[src/rtl/uart_pkg.sv]
// Shared definitions for the 64-bit UART sender: byte-FSM encoding,
// default clocking constants and the byte-select helper.
package uart_pkg;

  typedef enum logic [1:0] {
    IDLE  = 2'd0,
    START = 2'd1,
    DATA  = 2'd2,
    STOP  = 2'd3
  } uart_state_e;

  localparam int unsigned DEF_CLK_FREQ = 50_000_000;
  localparam int unsigned DEF_UART_BPS = 115200;

  // Byte idx of a frame, counted from the most-significant byte.
  function automatic logic [7:0] frame_byte(input logic [63:0] data, input logic [2:0] idx);
    logic [63:0] shifted;
    shifted = data << {idx, 3'b000};
    return shifted[63:56];
  endfunction

endpackage

[src/rtl/uart_byte_tx.sv]
// 8N1 serializer for one byte with its own baud counter. A start request
// accepted on the final stop-bit cycle chains the next byte with no gap.
module uart_byte_tx
  import uart_pkg::*;
#(
  parameter int unsigned BPS_CNT = DEF_CLK_FREQ / DEF_UART_BPS
) (
  input  logic        clk,
  input  logic        srst,
  input  logic        start_i,
  input  logic [7:0]  data_i,
  output logic        txd_o,
  output logic        done_o,
  output uart_state_e state_o
);

  localparam int unsigned    CNT_W    = (BPS_CNT > 1) ? $clog2(BPS_CNT) : 1;
  localparam logic [CNT_W-1:0] CNT_LAST = CNT_W'(BPS_CNT - 1);

  uart_state_e      state_q, state_d;
  logic [CNT_W-1:0] cnt_q, cnt_d;
  logic [2:0]       bit_q, bit_d;
  logic [7:0]       data_q, data_d;
  logic             txd_q, txd_d;
  logic             cnt_end;
  logic             accept;

  assign cnt_end = (cnt_q == CNT_LAST);
  assign done_o  = (state_q == STOP) && cnt_end;
  assign accept  = start_i && ((state_q == IDLE) || done_o);
  assign txd_o   = txd_q;
  assign state_o = state_q;

  always_ff @(posedge clk) begin
    if (srst) begin
      state_q <= IDLE;
      cnt_q   <= '0;
      bit_q   <= '0;
      data_q  <= '0;
      txd_q   <= 1'b1;
    end else begin
      state_q <= state_d;
      cnt_q   <= cnt_d;
      bit_q   <= bit_d;
      data_q  <= data_d;
      txd_q   <= txd_d;
    end
  end

  always_comb begin
    state_d = state_q;
    cnt_d   = cnt_q;
    bit_d   = bit_q;
    data_d  = data_q;
    if (state_q != IDLE) begin
      cnt_d = cnt_end ? '0 : cnt_q + CNT_W'(1);
    end
    unique case (state_q)
      START: if (cnt_end) begin
        state_d = DATA;
        bit_d   = 3'd0;
      end
      DATA: if (cnt_end) begin
        bit_d = bit_q + 3'd1;
        if (bit_q == 3'd7) state_d = STOP;
      end
      STOP: if (cnt_end) state_d = IDLE;
      default: ;
    endcase
    if (accept) begin
      state_d = START;
      cnt_d   = '0;
      bit_d   = 3'd0;
      data_d  = data_i;
    end
  end

  // Line level is decided from the next state so it is registered with it.
  always_comb begin
    unique case (state_d)
      START:   txd_d = 1'b0;
      DATA:    txd_d = data_d[bit_d];
      default: txd_d = 1'b1;
    endcase
  end

endmodule

[src/rtl/uart_send64.sv]
// Sends a 64-bit word as eight back-to-back 8N1 bytes, MSB byte first,
// triggered by a rising edge of send_en while the line is idle.
module uart_send64
  import uart_pkg::*;
#(
  parameter int unsigned CLK_FREQ = DEF_CLK_FREQ,
  parameter int unsigned UART_BPS = DEF_UART_BPS
) (
  input  logic        sys_clk,
  input  logic        sys_rst,
  input  logic        send_en,
  input  logic [63:0] send_data,
  output logic        tx_busy,
  output logic        uart_txd
);

  localparam int unsigned BPS_CNT = CLK_FREQ / UART_BPS;

  logic        en_d0_q;
  logic [63:0] data_q, data_d;
  logic [2:0]  byte_idx_q, byte_idx_d;
  logic        busy_q, busy_d;

  logic        flag;
  logic        go;
  logic        last_byte;
  logic        byte_start;
  logic        byte_done;
  logic [7:0]  byte_data;
  uart_state_e byte_state;

  assign flag       = send_en & ~en_d0_q;
  // Requests arriving during a frame, including its final edge, are dropped.
  assign go         = flag && (byte_state == IDLE);
  assign last_byte  = (byte_idx_q == 3'd7);
  assign byte_start = go | (byte_done & ~last_byte);
  assign byte_data  = go ? send_data[63:56] : frame_byte(data_q, byte_idx_q + 3'd1);
  assign tx_busy    = busy_q;

  always_ff @(posedge sys_clk) begin
    if (sys_rst) begin
      en_d0_q    <= 1'b1;
      data_q     <= '0;
      byte_idx_q <= '0;
      busy_q     <= 1'b0;
    end else begin
      en_d0_q    <= send_en;
      data_q     <= data_d;
      byte_idx_q <= byte_idx_d;
      busy_q     <= busy_d;
    end
  end

  always_comb begin
    data_d     = data_q;
    byte_idx_d = byte_idx_q;
    busy_d     = busy_q;
    if (go) begin
      data_d     = send_data;
      byte_idx_d = 3'd0;
      busy_d     = 1'b1;
    end else if (byte_done) begin
      byte_idx_d = byte_idx_q + 3'd1;
      if (last_byte) busy_d = 1'b0;
    end
  end

  uart_byte_tx #(
    .BPS_CNT (BPS_CNT)
  ) u_byte_tx (
    .clk     (sys_clk),
    .srst    (sys_rst),
    .start_i (byte_start),
    .data_i  (byte_data),
    .txd_o   (uart_txd),
    .done_o  (byte_done),
    .state_o (byte_state)
  );

endmodule

[config.mk]
export PLATFORM = sky130hd
export DESIGN_NAME = uart_send64
export DESIGN_NICKNAME = d
export VERILOG_FILES = /design/src/rtl/uart_pkg.sv /design/src/rtl/uart_byte_tx.sv /design/src/rtl/uart_send64.sv
export SDC_FILE = /design/constraint.sdc
export NUM_CORES = 1
export LEC_CHECK = 0
export BUFFER_PORTS_ARGS = -buffer_cell sky130_fd_sc_hd__buf_2
export CAP_MARGIN = 15
export CORE_UTILIZATION = 40
export CTS_BUF_LIST = sky130_fd_sc_hd__clkbuf_8
export DETAILED_ROUTE_END_ITERATION = 10
export PLACE_DENSITY_LB_ADDON = 0.08
export SLEW_MARGIN = 10
export SYNTH_ARGS = -nofsm -noshare
export SYNTH_HDL_FRONTEND = slang
export SYNTH_SLANG_ARGS = --single-unit
[constraint.sdc]
create_clock -name sys_clk -period 4.15 [get_ports sys_clk]
set_input_delay 0.6225 -clock sys_clk [delete_from_list [all_inputs] [get_ports sys_clk]]
set_output_delay 0.6225 -clock sys_clk [all_outputs]
set_load 0.02 [all_outputs]
==> out/qor.csv <==
stage,metric,value,unit
drt,drt-total-wl,9680,um
timing,final_hold_viol_count,0,
layout,design_area,0.00482,mm^2
run_status,status,finished clean,
critical_path,start_kind,register,
timing,period_minus_slack,2.78,ns
clock_network,worstSkewPairLatency,0.36,ns
floorplanning,io_pins,69,
power,p_per_area,337,mW/mm^2
layout,syn_to_final_growth,14.4,%
yosys,yosysSeqAreaShare,0.437,
run,drv_cap,0,
yosys,synth_area_leaders,"dfxtp_1, nand2_1, a21oi_1",
timing,max_slew_margin,0.435,
power,seq_power_share,0.568,
grt,grt_max_degree,82,
clock_network,root_buffer,clkbuf_8,
clock_network,cts_tree,done,
power,switchingPower,0.397,mW
yosys,yosysWarnings,0,
drt,wl_per_cell,14.4,um
power,power_frac_clock,0.353,
drt,firstDrtPassIters,4,
critical_path,crit_fanout,17,
clock_network,cts.repair.resized,0,
layout,antenna_cells,0,
clock_network,ctsHoldBuffers,0,
clock_network,clock-sinks,92,
power,peakVddDrop,0.161,mV
drt,drt-initial-drc-count,133,
timing,finalSetupViolCount,0,
placed_design,place_congestion,0.806,
timing,finalSetupTns,0,ns
grt,grt_pass1_vias,3227,
floorplanning,start_util,0.410,
yosys,synth_edf_count,0,
placed_design,port_buffers,68,
critical_path,critical_path_arrival,3.01,ns
critical_path,critical-path-top-delay-family,adder cells,
clock_network,max-clock-path-buffers,2,
yosys,syn_inst,481,
yosys,synth_nets,561,
layout,fin_cells,673,
floorplanning,num_rows,37,
timing,hold_ws,0.456,ns
critical_path,worst_path_most_repeated_cell,o21ai_1,
yosys,yosysTopAreaCellShare,0.437,
yosys,synthArstFlopShare,0,
power,leakage,1.77,nW
clock_network,post-cts-setup-buffers,0,
critical_path,crit_type,register to register,
floorplanning,die_y,105,um
drt,drc,0,
clock_network,cts_buffers,9,
critical_path,crit_path_max_incr_delay,0.80,ns
critical_path,slowest_stage,ha_1,
grt,grt.total_usage,0.188,
clock_network,htreeDepth,3,
timing,drv_slew,0,
drt,postRouteAntennaNets,0,
grt,gr-total-overflow,0,
floorplanning,coreArea,0.0103,mm^2
placed_design,dpl-instance-area,0.00463,mm^2
timing,rsz0062_at_grt,no,
layout,layout-drive-gt1-share,0.223,
critical_path,crit_required,4.39,ns
clock_network,cts.clk_slew.worst_paths,0.09,ns
critical_path,critPathBufInv,0,
drt,vias_per_cell,5.04,
placed_design,dp_cells,657,
yosys,yosys.area.top_type,dfxtp_1,
power,swShare,0.244,
layout,utilization,0.469,
critical_path,endpoint_kind,register,
timing,fin_crit_sh,0.670,
floorplanning,die_w,105,um
drt,dr_total_vias,3394,
placed_design,dpl.hpwl,6650,um
timing,tightest_slew,0.847,ns
grt,grt_pass1_wl,16200,um
hold_path,hp-class,register to register,
grt,antenna_found_initial,0,
yosys,syn_avg_cell_area,8.76,um^2
power,comb_power_share,0.079,
yosys,syn_area,0.00421,mm^2
timing,max_clock_freq,360,MHz
power,p_int,1.23,mW
floorplanning,dieArea,0.0109,mm^2
critical_path,crit_path_cell_trace,"ha_1, mux4_2, nor2b_1, a2111oi_2, o21ai_1, mux2_2, o21ai_1, a211oi_2",
layout,nets,612,
yosys,ys_ff_latch,92,
yosys,ys_types,51,
yosys,ys.flop_type,dfxtp_1,
timing,skew,0.00984,ns
[worst paths after layout]
| path | from | endpoint | slack (ns) | depth (start not counted) |
|---|---|---|---|---|
| setup / recovery | byte_idx_q[0] | u_byte_tx.txd_o | 1.37 | 8 |
| hold / removal | data_q[7] | data_q[7] | 0.46 | 2 |
| hold reg to reg | data_q[7] | data_q[7] | 0.46 | 2 |
| setup reg to reg | byte_idx_q[0] | u_byte_tx.txd_o | 1.37 | 8 |
[cells in the final DEF, fill, tap and decap left out, types with 7 or more instances in the layout]
master    instances
a21oi_1          74
buf_2            68
clkbuf_8         12
dfxtp_1          92
ha_1             13
inv_1             8
mux2i_1           8
mux4_2           16
nand2_1         141
nand3_1           7
nor2_1           19
o211ai_1          7
[worst min-delay path, cell delays in order (launching register included)]
cell and delay [ns]:
dfxtp_1 0.31, nand2_1 0.05, a21oi_1 0.05
[kinds of logic after synthesis]
family	synth area share
simple gates	0.201
compound gates	0.160
flops	0.437
buf+inv	0.0377
mux	0.107
fa+ha+maj	0.0386
xor+xnor	0.0187
[layer usage]
metal	vias to the layer above	routed length (um)	global-route usage
met3	8	361	0.0293
met2	63	4370	0.280
met1	1572	4850	0.274
li1	1751	-	-
met4	0	102	0.0704
met5	-	0	0
[state kept, by name, summed over array words and instances (netlist names)]
signal             cells
data_q                64
en_d0_q                1
byte_idx_q             3
u_byte_tx.state_o      2
u_byte_tx.cnt_q        9
u_byte_tx.bit_q        3
u_byte_tx.txd_o        1
u_byte_tx.data_q       8
tx_busy                1
[through the flow]
stage	setup WS, ns	total power, mW
2_1_floorplan	1.74	1.02
5_1_grt	1.13	1.71
3_3_place_gp	1.41	1.07
6_report	1.37	1.63
3_5_place_dp	1.34	1.08
4_1_cts	1.34	1.65
[Yosys cell counts, drive strengths merged, types with 2 or more instances]
cell type,instances
nor2b,6
xnor2,3
nand4,2
mux2i,8
o21ai,10
o211ai,7
a2111oi,3
a21oi,74
and4,2
nor2,22
nand2,141
dfxtp,92
a21boi,2
clkbuf,23
buf,9
nor3,7
ha,13
or3,2
inv,7
nand2b,2
mux4,16
xor2,6
nand3,7
[area by class of cell]
type	instances	area, um^2
fill	1072	5460
multi-input combinational	350	2220
sequential	92	1840
timing repair buffer	72	370
tap	136	170
clock buffer	12	165
inverter	7	28.8
clock inverter	4	25.0
[power by group through the flow]
stage          clock network [mW]  registers, mW  logic, mW
2_1_floorplan                   0          0.940     0.0784
3_3_place_gp                    0          0.944      0.129
3_5_place_dp                    0          0.945      0.131
4_1_cts                     0.599          0.924      0.131
5_1_grt                     0.637          0.928      0.146
6_report                    0.574          0.924      0.129
(Power assumes the default switching activity.)
